===== src/rtl/mux_arbiter.sv =====
// Round-robin arbiter/sequencer for the shared 4-input nibble mux.
// Define MUXARB_FIXED_PRI_EN for fixed priority a > b > c > d.
module mux_arbiter #(
    parameter int HOLD_MAX = 4
) (
    input  logic       clk,
    input  logic       rst,
    input  logic [3:0] req,
    input  logic [3:0] a,
    input  logic [3:0] b,
    input  logic [3:0] c,
    input  logic [3:0] d,
    output logic [3:0] gnt,
    output logic [1:0] sel,
    output logic       en,
    output logic [3:0] z,
    output logic       z_vld
);

    typedef enum logic {
        IDLE,
        GRANT
    } state_t;

    localparam logic [3:0] HOLD = 4'(HOLD_MAX);

    state_t     state;
    logic [3:0] cnt;
    logic [1:0] start;
    logic [2:0] win;
    logic [3:0] data;
    logic       owner_req;
    logic       release_now;

`ifdef MUXARB_FIXED_PRI_EN
    assign start = 2'd0;
`else
    logic [1:0] last;
    assign start = last + 2'd1;
`endif

    // {found, index}: first set bit scanning upward from s with wrap
    function automatic logic [2:0] pick(
        input logic [3:0] r,
        input logic [1:0] s
    );
        logic [2:0] res;
        logic [1:0] idx;
        res = '0;
        for (int i = 3; i >= 0; i--) begin
            idx = s + 2'(i);
            if (r[idx]) res = {1'b1, idx};
        end
        return res;
    endfunction

    assign win = pick(req, start);

    always_comb begin
        data = 4'b0000;
        if (!en) begin
            unique case (sel)
                2'd0: data = a;
                2'd1: data = b;
                2'd2: data = c;
                2'd3: data = d;
            endcase
        end
    end

    assign owner_req   = req[sel];
    assign release_now = !owner_req || (cnt == HOLD);

    always_ff @(posedge clk) begin
        if (rst) begin
            state <= IDLE;
            gnt   <= 4'b0000;
            sel   <= 2'd0;
            en    <= 1'b1;
            z     <= 4'b0000;
            z_vld <= 1'b0;
            cnt   <= 4'd0;
`ifndef MUXARB_FIXED_PRI_EN
            last  <= 2'd3;
`endif
        end else begin
            unique case (state)
                IDLE: begin
                    z_vld <= 1'b0;
                    if (win[2]) begin
                        state <= GRANT;
                        gnt   <= 4'b0001 << win[1:0];
                        sel   <= win[1:0];
                        en    <= 1'b0;
                        cnt   <= 4'd1;
`ifndef MUXARB_FIXED_PRI_EN
                        last  <= win[1:0];
`endif
                    end
                end
                GRANT: begin
                    z_vld <= owner_req;
                    if (owner_req) z <= data;
                    if (release_now) begin
                        // a lone owner at its limit wins its own re-search
                        if (win[2]) begin
                            gnt  <= 4'b0001 << win[1:0];
                            sel  <= win[1:0];
                            cnt  <= 4'd1;
`ifndef MUXARB_FIXED_PRI_EN
                            last <= win[1:0];
`endif
                        end else begin
                            state <= IDLE;
                            gnt   <= 4'b0000;
                            en    <= 1'b1;
                            cnt   <= 4'd0;
                        end
                    end else begin
                        cnt <= cnt + 4'd1;
                    end
                end
            endcase
        end
    end

endmodule


===== config.mk =====
export PLATFORM = sky130hd
export DESIGN_NAME = mux_arbiter
export DESIGN_NICKNAME = d
export VERILOG_FILES = /design/src/rtl/mux_arbiter.sv
export SDC_FILE = /design/constraint.sdc
export NUM_CORES = 1
export LEC_CHECK = 0
export BUFFER_PORTS_ARGS = -buffer_cell sky130_fd_sc_hd__clkbuf_2
export CAP_MARGIN = 10
export CORE_MARGIN = 5
export CORE_UTILIZATION = 49
export CTS_BUF_LIST = sky130_fd_sc_hd__clkbuf_2 sky130_fd_sc_hd__clkbuf_4 sky130_fd_sc_hd__clkbuf_8
export DETAILED_ROUTE_END_ITERATION = 10
export PLACE_DENSITY = 0.78
export SLEW_MARGIN = 20
export SYNTH_ARGS = -nofsm -noshare
export SYNTH_HDL_FRONTEND = slang
export SYNTH_SLANG_ARGS = --single-unit

===== constraint.sdc =====
create_clock -name clk -period 1.8 [get_ports clk]
set_input_delay 0.27 -clock clk [delete_from_list [all_inputs] [get_ports clk]]
set_output_delay 0.27 -clock clk [all_outputs]
set_load 0.03 [all_outputs]

# Yosys cells after proc, flatten, opt, wreduce, memory -nomap -nowiden
# Index checks and enable logic that the tools add are counted.
[totals] ff_bits=19 inputBits=22 output_inout_bits=12
[op_classes] addsub=5 n_lt_le_gt_ge=5 eq_ne=7 n_shift=1 mux=38 bitwise_logic=1 n_reduce_logical=6
[ops] op="4-bit 2-to-1 mux" count=6
[ops] op="4-bit one-hot mux with 2 select lines" count=2
[ops] op="4-bit one-hot mux with 4 select lines" count=1
[ops] op="2-bit by 3-bit < comparator with 1-bit output (second input constant)" count=5
[ops] op="3-bit 2-to-1 mux" count=4
[ops] op="1-bit 2-to-1 mux" count=11
[ops] op="1-bit binary-select mux with 2-bit select" count=5
[ops] op="2-bit 2-to-1 mux" count=4
[ops] op="2-bit one-hot mux with 2 select lines" count=2
[ops] op="1-bit one-hot mux with 2 select lines" count=3
[ops] op="2-bit by 1-bit adder with 2-bit output (second input constant)" count=2
[ops] op="2-bit adder (second input constant)" count=2
[ops] op="4-bit by 1-bit adder with 4-bit output (second input constant)" count=1
[ops] op="2-bit == test (second input constant)" count=2
[ops] op="4-bit by 3-bit == test with 1-bit output (second input constant)" count=1
[ops] op="2-bit inequality test (second input constant)" count=2
[ops] op="2-bit AND reduction" count=2
[ops] op="1-bit by 2-bit << shifter with 4-bit output (first input constant)" count=1
[ops] op="3-bit AND reduction" count=1
[ops] op="2-bit by 1-bit == test with 1-bit output (second input constant)" count=1
[ops] op="2-bit zero test" count=1
[ops] op="2-bit by 1-bit inequality test with 1-bit output (second input constant)" count=1
[ops] op="1-bit zero test" count=1
[ops] op="1-bit logical OR" count=1
[ops] op="1-bit NOT" count=1

# Depth between registers and ports, before layout
[logic_depth] word_depth=12 ltp_mapped=7

# Worst setup path before layout
# No wires, ideal clock.
[synth_timing] path_kind="reg2reg" from="register sel[1]" to="register last[0]" setup_time_ps=123 t_arrival_ps=1824 required_ps=1677 slack_ps=-147 path_stages_with_launch=6 path_buffers=1 path_cell_list="dfxtp_1 buf_6 mux4_2 and3_4 nor4_4 o21bai_1"
[synth_via] elab_chain_cells=5
[synth_lines] item="start: declaration" line="14" rtl="output logic [1:0] sel,"
[synth_lines] item="start signal: assignment" line="93" rtl="sel <= win[1:0];"
[synth_lines] item="start signal: assignment" line="108" rtl="sel <= win[1:0];"
[synth_lines] item="1-bit binary-select mux with 2-bit select" line="71" rtl="assign owner_req = req[sel];"
[synth_lines] item="1-bit 2-to-1 mux (not written as such)" line="71"
[synth_lines] item="1-bit zero test" line="72" rtl="assign release_now = !owner_req || (cnt == HOLD);"
[synth_lines] item="1-bit logical OR" line="72"
[synth_lines] item="2-bit by 1-bit inequality test with 1-bit output (no line)"
[synth_lines] item="end signal: assignment" line="97" rtl="last <= win[1:0];"
[synth_lines] item="end signal: assignment" line="111" rtl="last <= win[1:0];"
[synth_lines] item="end: declaration" line="38" rtl="logic [1:0] last;"
# Every way passes these cells. The select of a mux whose other input is x is not followed.
# A chain may end at the register's enable or synchronous reset.

# Worst setup path in the final report
[layout_timing] from="register cnt[0]" to="register cnt[3]"
[layout_via] elab_chain_cells=4 elab_cells_between_ends=5
[layout_lines] item="start: declaration" line="28" rtl="logic [3:0] cnt;"
[layout_lines] item="start signal: assignment" line="120" rtl="cnt <= cnt + 4'd1;"
[layout_lines] item="parallel branches: the longest is 2 deep, another holds 4-bit by 1-bit adder with 4-bit output"
[layout_lines] item="4-bit 2-to-1 mux *" line="104" rtl="if (release_now) begin"
[layout_lines] item="4-bit one-hot mux with 2 select lines *" line="87" rtl="unique case (state)"
# Every way passes the cells marked *.

==> flow_metrics.py <==
metrics = {
    "status": {
        "status": "complete, no violations",
    },
    "final_layout": {
        "drive_gt1_share_pct": 33.56,
        "final-instance-count-excl-fill": 173,
        "multi_input_area_um2": 614.3,
        "insertedDiodeCount": 0,
        "layout.nets": 172,
        "regArea_um2": 385.4,
        "area_growth_syn_to_layout_pct": 23.56,
        "num-fill-cells": 195,
    },
    "clock_network": {
        "clk_pin_slew_ns": 0.11,
        "cts_tree": "built",
        "hold_buffers": 0,
        "numClockSinks": 19,
        "clock_latency_ns": 0.30,
        "clk_path_buf_depth": 2,
        "cts_buffers": 3,
        "post_cts_resized": 0,
        "cts_root_buffer": "clkbuf_4",
        "h-tree-depth": 1,
    },
    "logic_synthesis": {
        "syn_nets": 133,
        "synth_edf_count": 0,
        "ys_top_cells_by_area": "dfxtp_1 37%, mux4_1 10%, a21oi_1 5.3%",
        "async_flop_share_pct": 0,
        "yosys-top-cells-count": "19 x dfxtp_1, 13 x nand2_1, 11 x a21oi_1, 5 x nor2_1",
        "yosysUniqueCellTypes": 34,
        "synthCells": 108,
        "synth_flop_cell": "dfxtp_1",
        "synth-seq-area-share_pct": 36.54,
        "synth_top_area_share_pct": 36.54,
        "yosysMostFrequentCell": "dfxtp_1",
        "synth_area_um2": 1041,
        "yosysTopAreaCell": "dfxtp_1",
        "syn_area_per_cell_um2": 9.639,
        "yosys_warnings": 0,
        "ys_seq_elements": 19,
    },
    "sta": {
        "max-slew-margin-rel_pct": 66.28,
        "rsz0062_at_grt": "no",
        "fin_setup_tns_ns": 0,
        "finalHoldViolCount": 0,
        "worstMarginPinSlew_ns": 0.5013,
        "setup_viol_count_final": 0,
        "fmax_mhz": 581.0,
        "maxSlewViolCount": 0,
        "worst_slack_ns": 0.07881,
        "fin_crit_ns": 1.721,
        "finalCritPeriodShare_pct": 95.62,
        "fin_worst_skew_ns": 0.007755,
    },
    "worst_setup_path": {
        "startpoint_type": "register",
        "rr_worst_depth": 6,
        "critPathCaptureType": "register",
        "critPathMaxFanout": 6,
        "critPathKind": "reg -> reg",
        "r2r-start": "cnt[0]",
        "required_ns": 2.04,
        "arrival_ns": 1.96,
        "crit_start": "cnt[0]",
    },
    "power": {
        "power_density_nw_per_um2": 766.3,
        "peakVddDrop_mv": 0.4723,
        "total_power_uw": 985.6,
        "power.leakage_uw": 0.0005471,
    },
    "die": {
        "rows": 16,
        "fp.dieW_um": 56.09,
        "die_h_um": 56.09,
        "ios": 34,
        "dieArea_um2": 3146,
        "core-area_um2": 2002,
        "initial_core_util_pct": 52.00,
    },
    "placed_design": {
        "numPortBuffers": 33,
        "dp_slack_ns": 0.08140,
        "dp.cells": 167,
        "place_congestion": 0.8210,
        "hpwl_um": 1982,
    },
    "global_route": {
        "antenna_found_initial": 0,
        "grt_max_degree": 12,
        "grt_pass1_vias": 987,
        "grt_pass1_wl_um": 4222,
        "grt_usage_pct": 16.79,
        "grt_overflow": 0,
    },
    "detailed_routing": {
        "drt_iter0_drc": 14,
        "drt_first_pass_iters": 4,
        "ant_nets": 0,
        "wire_per_inst_um": 14.25,
        "num_vias": 945,
        "vias_per_cell": 5.462,
        "routed_wl_um": 2466,
        "drc": 0,
    },
    "min_path": {
        "hold_depth": 2,
        "hold_path.class": "in -> reg",
        "hp-start": "rst",
    },
    "run": {
        "drv_cap": 0,
    },
}
==> sequential cells by signal, summed over array words and instances (netlist names) <==
register and count:
gnt 4, z_vld 1, state 1, last 2, cnt 4, z 4
sel 2, en 1
==> per-stage QoR <==
| stage | util (%) | hold slack [ns] | area (um^2) |
|---|---|---|---|
| after CTS | 63.50 | 0.2604 | 1271 |
| after detailed placement | 62.13 | 0.4448 | 1244 |
| final | 64.25 | 0.2612 | 1286 |
| after floorplan | - | 0.4622 | 1046 |
| after global placement | 62.13 | 0.4381 | 1244 |
| after global routing | 64.25 | 0.2622 | 1286 |
==> repair_timing <==
item	CTS	global route
endpoints found under the setup margin	0	3
buffers inserted	0	2
endpoints found under the hold margin	0	0
==> power breakdown <==
part	switching [uW]	leakage (uW)	internal, uW
registers	27.6	0.000157	454
clock network	133	0.0000177	82.7
logic	159	0.000373	130
total	319	0.000547	667
==> layout by cell type (no fill, tap or decap), types with 2 or more instances in the layout <==
cell type and count:
o31ai_1 2, a32o_1 3, clkbuf_2 33, nand3b_1 2, buf_4 6, a21oi_1 11
o21ai_0 3, mux4_1 4, nand4b_1 4, nand3_1 3, clkbuf_4 3, or3_1 2
nand2_1 13, nor2_1 5, ha_1 3, dfxtp_1 17, nand2b_1 4, a31oi_1 3
nor3_1 4, nor2b_1 2, inv_1 4
==> routing by layer <==
metal | vias up | part of all wire, % | global-route usage, %
met1 | 444 | 42 | 18.05
li1 | 483 | - | -
met3 | 4 | 2.6 | 2.784
met2 | 14 | 54 | 31.72
met4 | 0 | 1.6 | 7.119
met5 | - | 0 | 0
==> worst max-delay path, stage by stage, from the launching register on <==
cell,delay (ns)
dfxtp_1,0.39
inv_1,0.08
ha_1,0.19
nand3b_1,0.24
nand3_4,0.14
or4_1,0.47
a31oi_1,0.16
==> area by class of cell <==
cell class | instances | share of cell area (%)
clock buffers | 3 | 1.751
clock inverters | 1 | 0.3891
inverters | 4 | 1.167
multi-input cells | 80 | 47.76
flip-flops and latches | 19 | 29.96
well taps | 27 | 2.626
repair buffers | 39 | 16.34
==> cell families (layout without fill, tap and decap cells) <==
family	count (synthesis)	in the layout	share of synthesized area, %
buffers and inverters	9	47	4.447
AO/OA/AOI/OAI	28	28	17.43
flip-flops	19	19	36.54
AND/OR/NAND/NOR	44	44	25.72
adder cells (fa/ha/maj)	3	3	3.606
multiplexers	5	5	12.26
==> final timing paths <==
check | to | slack [ns]
worst min-delay path | sel[1] | 0.26
worst min register to register | gnt[3] | 0.46
worst max register to register | cnt[3] | 0.08
worst max-delay path | cnt[3] | 0.08
No activity file was read; power rests on OpenSTA's default activity.
